**config.mk**
```make
export PLATFORM = sky130hd
export DESIGN_NAME = phy_regfile_read_stage
export DESIGN_NICKNAME = d
export VERILOG_FILES = /design/src/rtl/phy_regfile_read_stage.sv
export SDC_FILE = /design/constraint.sdc
export NUM_CORES = 2
export LEC_CHECK = 0
export CORE_MARGIN = 5
export CORE_UTILIZATION = 60
export DETAILED_ROUTE_END_ITERATION = 10
export HOLD_SLACK_MARGIN = 0.08
export PLACE_DENSITY = 0.75
export SLEW_MARGIN = 10
export SYNTH_ARGS = -nofsm -noshare
export SYNTH_HDL_FRONTEND = slang
export SYNTH_SLANG_ARGS = --single-unit
```
**constraint.sdc**
```tcl
create_clock -name clk -period 2.55 [get_ports clk]
set_input_delay 0.3825 -clock clk [delete_from_list [all_inputs] [get_ports clk]]
set_output_delay 0.3825 -clock clk [all_outputs]
set_load 0.1 [all_outputs]
```
**src/rtl/phy_regfile_read_stage.sv**
```systemverilog
// Physical register file and operand-read stage.
// Holds the physical register array plus a per-register ready bit, reads two
// source operands per renamed instruction, clears the destination's ready bit
// on allocation, and registers the result into a one-entry output stage with
// a valid/ready handshake. The held entry snoops writebacks while stalled.
// Optional feature macro: PHY_REGFILE_BYPASS_EN (same-cycle writeback forward
// into the operand read; when undefined a matching writeback stalls one cycle).

`ifndef PHYSICAL_REG_NUM_WIDTH
`define PHYSICAL_REG_NUM_WIDTH 6
`endif
`ifndef INST_ADDR_WIDTH
`define INST_ADDR_WIDTH 32
`endif
`ifndef GENERATED_IMMEDIATE_WIDTH
`define GENERATED_IMMEDIATE_WIDTH 32
`endif

package phy_regfile_pkg;
    typedef struct packed {
        logic       reg_write;
        logic       mem_read;
        logic       mem_write;
        logic       branch;
        logic [3:0] alu_op;
    } control_t;
endpackage

module phy_regfile_read_stage
    import phy_regfile_pkg::*;
#(
    parameter int PHY_REG_W = `PHYSICAL_REG_NUM_WIDTH,
    parameter int DATA_W    = 32,
    parameter int PC_W      = `INST_ADDR_WIDTH,
    parameter int IMM_W     = `GENERATED_IMMEDIATE_WIDTH
) (
    input  logic                 clk,
    input  logic                 rst_n,
    input  control_t             in_control,
    input  logic [PC_W-1:0]      in_pc,
    input  logic [PHY_REG_W-1:0] in_src1,
    input  logic [PHY_REG_W-1:0] in_src2,
    input  logic [PHY_REG_W-1:0] in_dst,
    input  logic [IMM_W-1:0]     in_imm,
    input  logic                 in_valid,
    output logic                 in_ready,
    input  logic                 wb_valid,
    input  logic [PHY_REG_W-1:0] wb_reg,
    input  logic [DATA_W-1:0]    wb_data,
    input  logic                 flush,
    output logic                 out_valid,
    input  logic                 out_ready,
    output control_t             out_control,
    output logic [PC_W-1:0]      out_pc,
    output logic [IMM_W-1:0]     out_imm,
    output logic [PHY_REG_W-1:0] out_dst,
    output logic [PHY_REG_W-1:0] out_src1,
    output logic [PHY_REG_W-1:0] out_src2,
    output logic [DATA_W-1:0]    out_data1,
    output logic [DATA_W-1:0]    out_data2,
    output logic                 out_rdy1,
    output logic                 out_rdy2
);

    localparam int                   DEPTH     = 1 << PHY_REG_W;
    localparam logic [PHY_REG_W-1:0] REG_ZERO  = {PHY_REG_W{1'b0}};
    localparam logic [DATA_W-1:0]    DATA_ZERO = {DATA_W{1'b0}};

    typedef struct packed {
        control_t             ctrl;
        logic [PC_W-1:0]      pc;
        logic [IMM_W-1:0]     imm;
        logic [PHY_REG_W-1:0] dst;
        logic [PHY_REG_W-1:0] src1;
        logic [PHY_REG_W-1:0] src2;
        logic [DATA_W-1:0]    data1;
        logic [DATA_W-1:0]    data2;
        logic                 rdy1;
        logic                 rdy2;
    } entry_t;

    // p0 is hardwired; a forwarded writeback beats the array; otherwise read the array.
    function automatic logic [DATA_W:0] read_operand(
        input logic [PHY_REG_W-1:0] src,
        input logic [DATA_W-1:0]    arr_data,
        input logic                 arr_rdy,
        input logic                 fwd,
        input logic [DATA_W-1:0]    fwd_data
    );
        logic [DATA_W:0] res;
        if (src == REG_ZERO) begin
            res = {1'b1, DATA_ZERO};
        end else if (fwd) begin
            res = {1'b1, fwd_data};
        end else begin
            res = {arr_rdy, arr_data};
        end
        return res;
    endfunction

    logic [DATA_W-1:0] regs_q  [DEPTH];
    logic [DATA_W-1:0] regs_d  [DEPTH];
    logic [DEPTH-1:0]  ready_q;
    logic [DEPTH-1:0]  ready_d;
    entry_t            entry_q;
    entry_t            entry_d;
    logic              out_valid_q;
    logic              out_valid_d;

    logic              wb_en_s;
    logic              wb_hit1_s;
    logic              wb_hit2_s;
    logic              fwd1_s;
    logic              fwd2_s;
    logic              byp_stall_s;
    logic              in_ready_s;
    logic              fire_s;
    logic              alloc_s;
    logic              snoop1_s;
    logic              snoop2_s;
    logic [DATA_W:0]   op1_s;
    logic [DATA_W:0]   op2_s;

    // Accept control: writeback matches against incoming sources, stall and fire.
    always_comb begin
        wb_en_s   = wb_valid && (wb_reg != REG_ZERO);
        wb_hit1_s = wb_en_s && (wb_reg == in_src1);
        wb_hit2_s = wb_en_s && (wb_reg == in_src2);
`ifdef PHY_REGFILE_BYPASS_EN
        fwd1_s      = wb_hit1_s;
        fwd2_s      = wb_hit2_s;
        byp_stall_s = 1'b0;
`else
        // Without forwarding, wait one cycle so the array holds the written value.
        fwd1_s      = 1'b0;
        fwd2_s      = 1'b0;
        byp_stall_s = in_valid && (wb_hit1_s || wb_hit2_s);
`endif
        in_ready_s = !flush && (!out_valid_q || out_ready) && !byp_stall_s;
        fire_s     = in_valid && in_ready_s;
        alloc_s    = fire_s && in_control.reg_write && (in_dst != REG_ZERO);
        snoop1_s   = wb_en_s && (wb_reg == entry_q.src1) && !entry_q.rdy1;
        snoop2_s   = wb_en_s && (wb_reg == entry_q.src2) && !entry_q.rdy2;
        op1_s      = read_operand(in_src1, regs_q[in_src1], ready_q[in_src1], fwd1_s, wb_data);
        op2_s      = read_operand(in_src2, regs_q[in_src2], ready_q[in_src2], fwd2_s, wb_data);
    end

    // Next array/ready state: writeback sets ready, allocation clears it and wins a tie.
    always_comb begin
        for (int i = 0; i < DEPTH; i++) begin
            regs_d[i]  = (wb_en_s && (wb_reg == PHY_REG_W'(i))) ? wb_data : regs_q[i];
            ready_d[i] = (alloc_s && (in_dst == PHY_REG_W'(i))) ? 1'b0 :
                         (wb_en_s && (wb_reg == PHY_REG_W'(i))) ? 1'b1 : ready_q[i];
        end
        regs_d[0]  = DATA_ZERO;
        ready_d[0] = 1'b1;
    end

    // Next output-stage state: flush, load on fire, drain on dequeue, snoop while held.
    always_comb begin
        out_valid_d = out_valid_q;
        entry_d     = entry_q;
        if (flush) begin
            out_valid_d = 1'b0;
        end else if (fire_s) begin
            out_valid_d   = 1'b1;
            entry_d.ctrl  = in_control;
            entry_d.pc    = in_pc;
            entry_d.imm   = in_imm;
            entry_d.dst   = in_dst;
            entry_d.src1  = in_src1;
            entry_d.src2  = in_src2;
            entry_d.rdy1  = op1_s[DATA_W];
            entry_d.data1 = op1_s[DATA_W-1:0];
            entry_d.rdy2  = op2_s[DATA_W];
            entry_d.data2 = op2_s[DATA_W-1:0];
        end else if (out_valid_q && out_ready) begin
            out_valid_d = 1'b0;
        end else if (out_valid_q) begin
            entry_d.data1 = snoop1_s ? wb_data : entry_q.data1;
            entry_d.rdy1  = snoop1_s ? 1'b1    : entry_q.rdy1;
            entry_d.data2 = snoop2_s ? wb_data : entry_q.data2;
            entry_d.rdy2  = snoop2_s ? 1'b1    : entry_q.rdy2;
        end else begin
            out_valid_d = 1'b0;
        end
    end

    // State registers; reset empties the output stage and marks every register ready at zero.
    always_ff @(posedge clk or negedge rst_n) begin
        if (!rst_n) begin
            for (int i = 0; i < DEPTH; i++) begin
                regs_q[i] <= DATA_ZERO;
            end
            ready_q     <= {DEPTH{1'b1}};
            entry_q     <= entry_t'({$bits(entry_t){1'b0}});
            out_valid_q <= 1'b0;
        end else begin
            for (int i = 0; i < DEPTH; i++) begin
                regs_q[i] <= regs_d[i];
            end
            ready_q     <= ready_d;
            entry_q     <= entry_d;
            out_valid_q <= out_valid_d;
        end
    end

    assign in_ready    = in_ready_s;
    assign out_valid   = out_valid_q;
    assign out_control = entry_q.ctrl;
    assign out_pc      = entry_q.pc;
    assign out_imm     = entry_q.imm;
    assign out_dst     = entry_q.dst;
    assign out_src1    = entry_q.src1;
    assign out_src2    = entry_q.src2;
    assign out_data1   = entry_q.data1;
    assign out_data2   = entry_q.data2;
    assign out_rdy1    = entry_q.rdy1;
    assign out_rdy2    = entry_q.rdy2;

endmodule

```
==> reports/results.txt <==
Status -> finished with violations
Failing checks -> negative setup slack
CTS clk-pin slew, worst paths -> 0.06 ns
Synth top area share -> 0.457
Post-synthesis mux area share -> 0.409
Worst r2r src -> out_src1[3]$_DFFE_PN0P_
Relative slew slack -> 0.166
Gate power share -> 0.213
Core footprint -> 197000 um^2
Fraction of the mapped netlist area in adder cells -> 0
Complex-gate fraction of the synthesized area -> 0.0489
Internal -> 72.4 mW
EDFF count, synth -> 0
Sw Share -> 0.298
Clock root buffer -> clkbuf_16
Final WS setup -> -0.0506 ns
Critical path type -> in2reg
Core Rows -> 163
Wire length of the first global-routing pass -> 639 mm
Hold Violations, Final -> 0
CTS tree -> done
Critical path capture point -> out_data1[5]$_DFFE_PN0P_
Boundary Pins -> 292
Final Cycle Share -> 1.02
Area Overhead vs Synth -> 19.5%
RSZ-0062 raised after global routing -> no
Largest family of logic cells by synthesized area -> multiplexers
DR WL/cell -> 37.2 um
Detailed-route DRC error count -> 0
Simple-Gate Fraction of Synth Area -> 0.0300
Pins Over Slew Limit -> 0
FFs w/ async S/R, synth -> 1.00
Data required, critical path -> 3.38 ns
Distinct cell type count after synthesis -> 88
Synth area leaders -> dfrtp_1, mux2_2, mux4_2
Post-DP HPWL -> 299 mm
Area leader, netlist -> dfrtp_1
CP Capture Type -> flip-flop
Min-Delay Path Class -> in2reg
RR Endpoint -> out_data1[8]$_DFFE_PN0P_
Largest net degree at the start of global routing -> 122
Max Cap Viol -> 0
H-tree levels -> 4
Final Skew -> 0.0367 ns
First drt pass iteration count -> 6
Clock Latency Late Sink -> 0.91 ns
Clk sink count -> 2236
CP Data Arrival Time -> 3.43 ns
Minimum clock period after layout -> 2.60 ns
Setup Total Neg Slack -> -0.0603 ns
Die width -> 455 um
Post-Synth XOR/XNOR Area -> 0.00177
Final setup vio count -> 2
R2r worst-path depth -> 8
Setup crit start kind -> input pin
Vias in the first global route -> 89700
1st-iter DRT viols -> 12100
Vias/cell -> 7.32
Antenna Nets Post-Route -> 0
Gate Count Post-Synth -> 8198
Worst R2R Setup Slack -> 0.08 ns
Initial Utilization -> 0.603
Layout net count -> 9180
Yosys warning total -> 0
Residual overflow from global routing -> 0
Synth Net Count -> 8332
Setup WS pre-CTS -> -0.584 ns
Drt total wl -> 443 mm
Worst IR drop on VDD -> 0.804 mV
Post-synthesis cell area -> 119000 um^2
Overall Power -> 103 mW
Chip height -> 455 um
GRT Util Overall -> 0.427
Flop pwr share -> 0.433
Longest Clk Path Bufs -> 3
Clock power share -> 0.354
CP startpoint -> in_src1[5]
Routability cong. -> 1.01
Max frequency -> 385 MHz
Crit path max fanout -> 14
CTS Buf Count -> 230
Initial antenna violation count -> 17
Post-Synthesis Mean Instance Area -> 14.5 um^2
#FFs+latches synth -> 2236
Leakage -> 65.2 nW
Sw Pwr -> 30.7 mW
Via Count -> 87100
Power Density -> 725 nW/um^2
Worst-margin pin slew -> 1.25 ns
Die area -> 207000 um^2
Layout cells sized above 1 -> 0.531
Port Buf Inserts -> 291
Seq/Total Area, Yosys -> 0.471
Synth Flop Type -> dfrtp_1
worst min-delay path by stage:
stage / from / end / cells past startpoint
global route: wb_data[16] / out_data2[16]$_DFFE_PN0P_ / 3
finish: flush / out_valid$_DFF_PN0_ / 2
detailed placement: rst_n / regs_q[647]$_DFFE_PN0P_ / 1
CTS: flush / out_valid$_DFF_PN0_ / 2
global placement: rst_n / regs_q[647]$_DFFE_PN0P_ / 1
floorplan: rst_n / out_control[0]$_DFFE_PN0P_ / 0
logic make-up after synthesis:
group	Yosys count
AOI/OAI and AO/OA	809
xor gates and xnor gates	24
buffers and inverters	912
DFF	2236
muxes	3397
and+or+nand+nor	820
flip-flops by register name, summed over array words and instances (netlist names), 6 cells and up:
signal,count
out_control,8
out_data1,32
out_data2,32
out_dst,6
out_imm,32
out_pc,32
out_src1,6
out_src2,6
ready_q,63
regs_q,2016
cells in the mapped netlist, drive strengths merged, types with 11 or more instances:
library cell / number
a211oi: 27
a21oi: 108
a221o: 35
a221oi: 66
a22oi: 103
a2bb2oi: 52
a31o: 22
a31oi: 31
a32oi: 11
a41oi: 11
and2: 18
and3: 16
buf: 461
clkbuf: 414
dfrtp: 2173
dfstp: 63
inv: 25
mux2: 2093
mux2i: 351
mux4: 953
nand2: 475
nand2b: 29
nand3: 42
nor2: 135
nor2b: 27
nor3: 25
o211ai: 36
o21ai: 120
o22a: 16
o22ai: 73
o31ai: 21
o32ai: 14
xnor2: 12
xor2: 12
critical path, cell delays in order:
cell and delay (ns):
buf_2 0.22, dlygate4sd3_1 0.69, buf_12 0.20, nor2b_1 0.16, buf_4 0.22, a21oi_1 0.20, a2bb2oi_1 0.92, nand4_1 0.20
a2bb2oi_1 0.21
metal layers:
| metal | track usage | wire length (um) | vias to the layer above |
|---|---|---|---|
| met3 | 0.145 | 56300 | 1885 |
| li1 | - | - | 33200 |
| met5 | 0 | 85 | - |
| met4 | 0.325 | 42600 | 10 |
| met2 | 0.616 | 191000 | 6633 |
| met1 | 0.537 | 153000 | 45300 |
power by group through the flow:
stage                     Clock, mW  Sequential (mW)  Combinational [mW]
after floorplan                   0             46.1                12.0
after global placement            0             44.4                20.9
after detailed placement          0             44.9                21.4
after CTS                      36.6             44.3                21.7
after global routing           38.1             45.0                23.0
final                          36.5             44.6                21.9
final cells by class:
| class | instances | area [um^2] |
|---|---|---|
| timing repair buffer | 1500 | 15800 |
| inverter | 28 | 116 |
| antenna | 11 | 27.5 |
| multi-input combinational | 5050 | 58700 |
| fill | 12500 | 55100 |
| clock inverter | 110 | 1530 |
| clock buffer | 317 | 6610 |
| sequential | 2236 | 56000 |
| tap | 2640 | 3300 |
cells in the final DEF (no fill, tap or decap), types with 37 or more instances in the layout:
cell / count
dfstp_2: 63
a21oi_1: 108
a2bb2oi_1: 51
nand2_1: 429
mux4_1: 37
o21ai_0: 116
buf_12: 328
clkbuf_16: 233
o22ai_1: 73
nand3_1: 42
dfrtp_1: 2173
nor2_1: 112
clkdlybuf4s50_1: 86
mux4_2: 914
nand2_2: 46
a221oi_1: 65
a22oi_1: 103
mux2i_1: 351
dlygate4sd3_1: 85
mux2_2: 2073
clkinv_2: 49
buf_4: 953
clkbuf_8: 46
clkbuf_1: 38
metrics by stage:
stage	instances	instance area [um^2]	util	hold slack, ns
CTS	11900	142000	0.720	0.0974
global placement	11400	133000	0.674	0.310
global route	11900	142000	0.720	0.137
finish	11900	142000	0.721	0.131
detailed placement	11400	133000	0.674	0.314
floorplan	8198	119000	-	0.0869
timing repair:
action | in CTS | in global routing
pin swaps | 1 | 3
setup endpoints to repair | 1 | 1
hold buffers | 85 | 0
endpoints found under the hold margin | 1879 | 0
setup buffers | 1 | 1
cloned | 1 | 0
resized for setup | 12 | 3
Note: power is estimated with default switching activity, not from simulation.
